`src/rtl/sext_arbiter_if.sv`:
```
// Request/result bundle shared by the sign-extension arbiter and its users.
// cnt_a/cnt_b exist only when SEXT_ARB_STATS_EN is defined.
interface sext_arbiter_if #(
  parameter int IN_W  = 15,
  parameter int OUT_W = 32,
  parameter int CNT_W = 16
);
  logic             req_a;
  logic [IN_W-1:0]  imm_a;
  logic             gnt_a;
  logic             req_b;
  logic [IN_W-1:0]  imm_b;
  logic             gnt_b;
  logic             res_valid;
  logic             res_id;
  logic [OUT_W-1:0] res;
  logic             res_ready;

  if (OUT_W <= IN_W || CNT_W < 1) begin : g_bad_params
    $error("sext_arbiter_if: need OUT_W > IN_W and CNT_W >= 1");
  end

`ifdef SEXT_ARB_STATS_EN
  logic [CNT_W-1:0] cnt_a;
  logic [CNT_W-1:0] cnt_b;

  modport master (
    output req_a, imm_a, req_b, imm_b, res_ready,
    input  gnt_a, gnt_b, res_valid, res_id, res, cnt_a, cnt_b
  );
  modport slave (
    input  req_a, imm_a, req_b, imm_b, res_ready,
    output gnt_a, gnt_b, res_valid, res_id, res, cnt_a, cnt_b
  );
`else
  modport master (
    output req_a, imm_a, req_b, imm_b, res_ready,
    input  gnt_a, gnt_b, res_valid, res_id, res
  );
  modport slave (
    input  req_a, imm_a, req_b, imm_b, res_ready,
    output gnt_a, gnt_b, res_valid, res_id, res
  );
`endif
endinterface

```
`src/rtl/sext_arbiter.sv`:
```
// Two-requester round-robin arbiter feeding a single sign-extension result register.
// Optional saturating grant counters are built when SEXT_ARB_STATS_EN is defined.
module sext_arbiter #(
  parameter int IN_W  = 15,
  parameter int OUT_W = 32,
  parameter int CNT_W = 16
) (
  input logic          clk,
  input logic          rst,
  sext_arbiter_if.slave bus
);
  logic             r_valid;
  logic             r_id;
  logic             r_last_b;
  logic [OUT_W-1:0] r_res;

  logic             w_free;
  logic             w_gnt_a;
  logic             w_gnt_b;
  logic [OUT_W-1:0] w_ext_a;
  logic [OUT_W-1:0] w_ext_b;
  logic             w_valid_nxt;
  logic             w_id_nxt;
  logic             w_last_b_nxt;
  logic [OUT_W-1:0] w_res_nxt;

  if (OUT_W <= IN_W || CNT_W < 1) begin : g_bad_params
    $error("sext_arbiter: need OUT_W > IN_W and CNT_W >= 1");
  end

  // Slot is free when empty or being drained this cycle; reset suppresses grants.
  assign w_free  = ~r_valid | bus.res_ready;
  assign w_gnt_a = ~rst & w_free & bus.req_a & (~bus.req_b | r_last_b);
  assign w_gnt_b = ~rst & w_free & bus.req_b & (~bus.req_a | ~r_last_b);

  assign w_ext_a = {{(OUT_W-IN_W){bus.imm_a[IN_W-1]}}, bus.imm_a};
  assign w_ext_b = {{(OUT_W-IN_W){bus.imm_b[IN_W-1]}}, bus.imm_b};

  always_comb begin
    w_valid_nxt  = r_valid;
    w_id_nxt     = r_id;
    w_last_b_nxt = r_last_b;
    w_res_nxt    = r_res;
    if (w_gnt_a) begin
      w_valid_nxt  = 1'b1;
      w_id_nxt     = 1'b0;
      w_last_b_nxt = 1'b0;
      w_res_nxt    = w_ext_a;
    end else if (w_gnt_b) begin
      w_valid_nxt  = 1'b1;
      w_id_nxt     = 1'b1;
      w_last_b_nxt = 1'b1;
      w_res_nxt    = w_ext_b;
    end else if (r_valid && bus.res_ready) begin
      w_valid_nxt  = 1'b0;
    end
  end

  always_ff @(posedge clk) begin
    if (rst) begin
      r_valid  <= 1'b0;
      r_id     <= 1'b0;
      r_last_b <= 1'b1;
      r_res    <= '0;
    end else begin
      r_valid  <= w_valid_nxt;
      r_id     <= w_id_nxt;
      r_last_b <= w_last_b_nxt;
      r_res    <= w_res_nxt;
    end
  end

  assign bus.gnt_a     = w_gnt_a;
  assign bus.gnt_b     = w_gnt_b;
  assign bus.res_valid = r_valid;
  assign bus.res_id    = r_id;
  assign bus.res       = r_res;

`ifdef SEXT_ARB_STATS_EN
  logic [1:0]            w_gnt_vec;
  logic [1:0][CNT_W-1:0] r_cnt;

  assign w_gnt_vec = {w_gnt_b, w_gnt_a};

  for (genvar gi = 0; gi < 2; gi++) begin : g_cnt
    always_ff @(posedge clk) begin
      if (rst) begin
        r_cnt[gi] <= '0;
      end else if (w_gnt_vec[gi] && (r_cnt[gi] != {CNT_W{1'b1}})) begin
        r_cnt[gi] <= r_cnt[gi] + 1'b1;
      end
    end
  end

  assign bus.cnt_a = r_cnt[0];
  assign bus.cnt_b = r_cnt[1];
`endif
endmodule
```
`src/flat_wrapper.sv`:
```
// flat-port wrapper written by rule: the top's interface ports become plain ports
module sext_arbiter_flat 
#(
  parameter int IN_W  = 15,
  parameter int OUT_W = 32,
  parameter int CNT_W = 16
)
  (clk, rst, bus_req_a, bus_imm_a, bus_req_b, bus_imm_b, bus_res_ready, bus_gnt_a, bus_gnt_b, bus_res_valid, bus_res_id, bus_res);
  sext_arbiter_if #(.IN_W(IN_W), .OUT_W(OUT_W), .CNT_W(CNT_W)) bus_i ();
  input logic clk;
  input logic rst;
  input wire logic [$bits(bus_i.req_a)-1:0] bus_req_a;
  input wire logic [$bits(bus_i.imm_a)-1:0] bus_imm_a;
  input wire logic [$bits(bus_i.req_b)-1:0] bus_req_b;
  input wire logic [$bits(bus_i.imm_b)-1:0] bus_imm_b;
  input wire logic [$bits(bus_i.res_ready)-1:0] bus_res_ready;
  output wire logic [$bits(bus_i.gnt_a)-1:0] bus_gnt_a;
  output wire logic [$bits(bus_i.gnt_b)-1:0] bus_gnt_b;
  output wire logic [$bits(bus_i.res_valid)-1:0] bus_res_valid;
  output wire logic [$bits(bus_i.res_id)-1:0] bus_res_id;
  output wire logic [$bits(bus_i.res)-1:0] bus_res;
  assign bus_i.req_a = bus_req_a;
  assign bus_i.imm_a = bus_imm_a;
  assign bus_i.req_b = bus_req_b;
  assign bus_i.imm_b = bus_imm_b;
  assign bus_i.res_ready = bus_res_ready;
  assign bus_gnt_a = bus_i.gnt_a;
  assign bus_gnt_b = bus_i.gnt_b;
  assign bus_res_valid = bus_i.res_valid;
  assign bus_res_id = bus_i.res_id;
  assign bus_res = bus_i.res;
  sext_arbiter #(.IN_W(IN_W), .OUT_W(OUT_W), .CNT_W(CNT_W)) u_core (.clk(clk), .rst(rst), .bus(bus_i));
endmodule
```
`config.mk`:
```
export PLATFORM = sky130hd
export DESIGN_NAME = sext_arbiter_flat
export DESIGN_NICKNAME = d
export VERILOG_FILES = /design/src/rtl/sext_arbiter_if.sv /design/src/rtl/sext_arbiter.sv /design/src/flat_wrapper.sv
export SDC_FILE = /design/constraint.sdc
export NUM_CORES = 1
export LEC_CHECK = 0
export BUFFER_PORTS_ARGS = -buffer_cell sky130_fd_sc_hd__buf_2
export CAP_MARGIN = 40
export CORE_ASPECT_RATIO = 0.8
export CORE_MARGIN = 1.5
export CORE_UTILIZATION = 35
export CTS_CLUSTER_SIZE = 14
export DETAILED_ROUTE_END_ITERATION = 16
export PLACE_DENSITY_LB_ADDON = 0.25
export SETUP_SLACK_MARGIN = 0.2
export SLEW_MARGIN = 40
export SYNTH_ARGS = -nofsm -noshare
export SYNTH_HDL_FRONTEND = slang
export SYNTH_SLANG_ARGS = --single-unit
```
`constraint.sdc`:
```
create_clock -name clk -period 1.7 [get_ports clk]
set_input_delay 0.255 -clock clk [delete_from_list [all_inputs] [get_ports clk]]
set_output_delay 0.255 -clock clk [all_outputs]
set_load 0.02 [all_outputs]
```
## Word level (Yosys, flattened, before mapping)

Index checks and enable logic that the tools add are counted.

- Mux-type cells: 7
- Bitwise operators: 13
- Reduce and logical (&&, ||, !) cells: 4

Operators with widths:

| kind | number |
|---|---|
| two-way mux 32 bit | 2 |
| bitwise AND 1 bit | 5 |
| two-way mux 1 bit | 5 |
| NOT 1 bit | 5 |
| bitwise OR 1 bit | 3 |
| nonzero test 3 bit | 1 |
| nonzero test 2 bit | 1 |
| OR reduction 2 bit | 1 |
| logical AND 1 bit | 1 |

- Register bits: 35
- Input bits: 35
- Word-level logic and storage cells: 28

## Longest topological paths before layout

- Depth after elaboration: 7
- Mapped depth: 7

## Worst setup path after synthesis

OpenSTA, ideal clock, no wires.

- Path kind: register to register
- Start point: register u_core.r_valid, in the netlist u_core.bus.res_valid
- End point: register u_core.r_id, in the netlist u_core.bus.res_id
- Library setup time: 0.064 ns
- Data arrival time: 1.748 ns
- Data required time: 1.636 ns
- Setup slack: -0.111 ns
- Cell stages (with the launch flop): 4
- Path buffers: 0
- Period minus slack after synthesis: 1.811 ns
- Cell sequence: dfxtp_1 -> nor2b_4 -> a2111oi_1 -> o221a_1

- Elaborated cells on any way between the ends: 8

RTL lines:

| item | line | source |
|---|---|---|
| from (decl) | sext_arbiter.sv:12 | `logic r_valid;` |
| from (signal assigned) | sext_arbiter.sv:66 | `r_valid <= w_valid_nxt;` |
| NOT 1 bit | sext_arbiter.sv:32 | `assign w_free = ~r_valid \| bus.res_ready;` |
| bitwise OR 1 bit | sext_arbiter.sv:32 |  |
| bitwise AND 1 bit (3 in a row) | sext_arbiter.sv:34 | `assign w_gnt_b = ~rst & w_free & bus.req_b & (~bus.req_a \| ~r_last_b);` |
| via bus_gnt_b | flat_wrapper.sv:18 | `output wire logic [$bits(bus_i.gnt_b)-1:0] bus_gnt_b;` |
| to (signal assigned) | sext_arbiter.sv:67 | `r_id <= w_id_nxt;` |
| to (decl) | sext_arbiter.sv:13 | `logic r_id;` |

The timed path passes the listed nets, and every way through them passes these cells.
A chain may end at the register's enable or synchronous reset.

## Final worst setup path

- Start point: register u_core.r_valid, in the netlist u_core.bus.res_valid
- End point: output port bus_gnt_b

- Longest elaborated chain between the ends: 5

RTL lines:

| item | line |
|---|---|
| NOT 1 bit | sext_arbiter.sv:32 |
| bitwise OR 1 bit | sext_arbiter.sv:32 |
| bitwise AND 1 bit (3 in a row) | sext_arbiter.sv:34 |
| to (decl) | flat_wrapper.sv:18 |

No other way between the ends.

==> results_dict.tcl <==
set metrics [dict create \
    status "finished clean" \
    tightestPinTransition_ns 0.557 \
    combinational_cell_fraction_of_total_power_pct 32.0 \
    switching_share_pct 34.1 \
    antenna_left 0 \
    detail_route.vias_per_cell 5.80 \
    grtUsageTotal_pct 17.3 \
    synth-seq-area-share_pct 29.0 \
    power_switching_mw 0.424 \
    initial_cell_density_of_the_core_pct 36.3 \
    antennaDiodeCount 0 \
    required_ns 1.44 \
    drt-initial-drc-count 81 \
    path_delay_family "flip-flops" \
    crit_path_max_incr_delay_ns 0.35 \
    num_rows 19 \
    worst_path_max_delay_cell "sky130_fd_sc_hd__dfxtp_2" \
    data_arrival_at_the_endpoint_of_the_critical_path_ns 1.22 \
    holdCritStartpoint "bus_imm_b[0]" \
    syn_area_per_cell_um2 8.51 \
    yosys_register_bits 18 \
    timing.reg2reg.worst_path_depth 3 \
    global_route.peak_usage_layer "met2" \
    synthesis.area_um2 1240 \
    drive_gt1_share_pct 48.7 \
    postRouteWirelength_um 3570 \
    power.share.sequential_pct 38.8 \
    setup-tns-final_ns 0 \
    fin_worst_skew_ns 0.00195 \
    timing.final.hold_violations 0 \
    fin_nets 229 \
    critPathCapture "bus_gnt_b" \
    area_of_all_placed_cells_without_fillers_um2 1590 \
    largest_net_degree_at_the_start_of_global_routing 38 \
    grt_util_met1_pct 21.2 \
    design.die.area_um2 3920 \
    maximum_fanout_along_the_worst_path 4 \
    critical_path_cell_count 3 \
    pin_count 71 \
    crit_start "u_core.bus.res_valid" \
    grtUsageMet2_pct 31.3 \
    gp_routability_congestion 0.787 \
    clock_latency_ns 0.26 \
    die-height_um 56.3 \
    power.ir.vdd_worst_mv 0.370 \
    detail_route.first_pass.iterations 4 \
    power.density_nw_per_um2 781 \
    setup.worst_path.end_class "output port" \
    synth_area_leader_cell "sky130_fd_sc_hd__dfxtp_1" \
    rsz_0062_raised_after_global_routing "yes" \
    timing_worst_setup_path_type "reg -> out" \
    grt-ovfl-total 0 \
    synth.yosys.warnings 0 \
    num-fill-cells 356 \
    worstSetupStartpointType "flop" \
    leakage_nw 0.704 \
    timing.fmax_mhz 679 \
    hold_wc_path_type "in -> reg" \
    r2r-end "u_core.bus.res[3]" \
    route.vias.total 1364 \
    path_cells "nor2b_4 > a2111oi_4 > buf_4" \
    grt_pass1_wl_um 5500 \
    synth_cell_types 23 \
    clock_root_buffer "sky130_fd_sc_hd__clkbuf_8" \
    post_synthesis_instance_total 146 \
    worst-path-buf-inv 1 \
    final-setup-viol-count 0 \
    coreArea_um2 3420 \
    clkPwrFrac_pct 29.2 \
    final.hold.worst_slack_ns 0.265 \
    ys_dominant_reg_cell "sky130_fd_sc_hd__dfxtp_1" \
    dpl-instance-area_um2 1490 \
    area_delta_synth_final_pct 28.0 \
    synth_top_cell_area_share_pct 29.0 \
    finalMaxSlewViolations 0 \
    antenna_found_initial 0 \
    number_of_enable_type_register_cells_in_the_synthesized_netlist 0 \
    clock_transition_at_the_registers_of_the_reported_paths_ns 0.07 \
    groute.layer.met3.usage_pct 2.87 \
    r2r_slack_ns 0.27 \
    period_needed_ns 1.47 \
    timing.max_slew.rel_slack_pct 62.8 \
    clock_sinks 18 \
    fp.dieW_um 69.6 \
    remaining_drc_errors 0 \
    final_hpwl_from_detailed_placement_um 2430 \
    hold_fix_buffers_at_cts 0 \
    grt_pass1_vias 1196 \
    routed_wire_length_per_instance_um 15.2 \
    postSynth.asyncResetShare_pct 0 \
    p_total_mw 1.24 \
    clock_tree.htree_level_count 1 \
    ff_latch_area_um2 363 \
    yosys-top-cells-count "sky130_fd_sc_hd__dfxtp_1 (18), sky130_fd_sc_hd__buf_4 (17), sky130_fd_sc_hd__a31oi_1 (16)" \
    numPortBuffers 70 \
    cell_internal_pwr_mw 0.819 \
    r2r_start "u_core.bus.res_valid" \
    most_frequent_cell_after_synthesis "sky130_fd_sc_hd__dfxtp_1" \
    tritoncts "built" \
    multi_input_logic_area_um2 678 \
    finalCritPeriodShare_pct 86.6 \
    synth_fp_nets 181 \
    cts_buffer_depth 2 \
    synth.top_cells.by_area "sky130_fd_sc_hd__dfxtp_1 (29%), sky130_fd_sc_hd__o41ai_1 (11%), sky130_fd_sc_hd__buf_4 (10%)" \
    max_cap_violations 0 \
    cts-buffers-inserted 3 \
]
[kinds of logic (layout without fill, tap and decap cells)]
group,Yosys count,after routing,synth area share [%]
simple gates,37,38,18.0
compound gates,50,50,32.5
buf+inv,41,87,20.4
flops,18,18,29.0
[flip-flops by register name, indices dropped and copies added (netlist names)]
signal                count
u_core.r_last_b           1
u_core.bus.res_id         1
u_core.bus.res_valid      1
u_core.bus.res           15
[area by class of cell]
| class | instances | share of cell area [%] |
|---|---|---|
| clock buffer | 4 | 3.46 |
| multi-input combinational | 88 | 42.6 |
| sequential | 18 | 22.8 |
| tap | 42 | 3.30 |
| timing repair buffer | 80 | 27.1 |
| inverter | 3 | 0.708 |
[power by group through the flow]
stage	sequential, mW	combinational [mW]	clock, mW
after floorplan	0.528	0.256	0
after global placement	0.488	0.378	0
after detailed placement	0.491	0.383	0
after CTS	0.483	0.394	0.366
after global routing	0.487	0.425	0.381
final	0.482	0.397	0.363
[per-stage QoR]
stage                     cells  utilization (%)  worst slack [ns]
after floorplan             146                -             0.209
after global placement      229             43.3             0.115
after detailed placement    229             43.5             0.119
after CTS                   235             46.1             0.213
after global routing        235             46.5             0.161
final                       235             46.5             0.228
[layout by cell type, fill, tap and decap left out, drive strengths merged, types with 3 or more instances in the layout]
master and count:
a311oi 15, dfxtp 18, buf 79, nor2b 3
inv 3, clkbuf 5, nand2 15, or4 15
a31oi 16, o41ai 15
[layer usage]
metal,vias to the layer above,wire length [um]
li1,665,-
met4,0,40
met5,-,0
met2,69,1730
met3,4,252
met1,626,1560
[what timing repair did]
item	4_1_cts	5_1_grt
pin swaps	0	0
gates cloned	1	0
gates resized for setup	3	3
buffers inserted	1	0
setup endpoints to repair	4	3
[how the worst min path moves through the flow]
stage,endpoint,slack [ns],cells after the start
floorplan,u_core.bus.res[7],0.41,2
global placement,u_core.bus.res_id,0.51,1
detailed placement,u_core.bus.res_id,0.52,1
CTS,u_core.bus.res[0],0.26,3
global route,u_core.bus.res[0],0.27,3
finish,u_core.bus.res[0],0.26,3
[worst min-delay path, cell delays in order]
cell                       delay (ns)
sky130_fd_sc_hd__buf_2           0.09
sky130_fd_sc_hd__o41ai_1         0.05
sky130_fd_sc_hd__a311oi_1        0.08
Note: power is estimated with default switching activity, not from simulation.
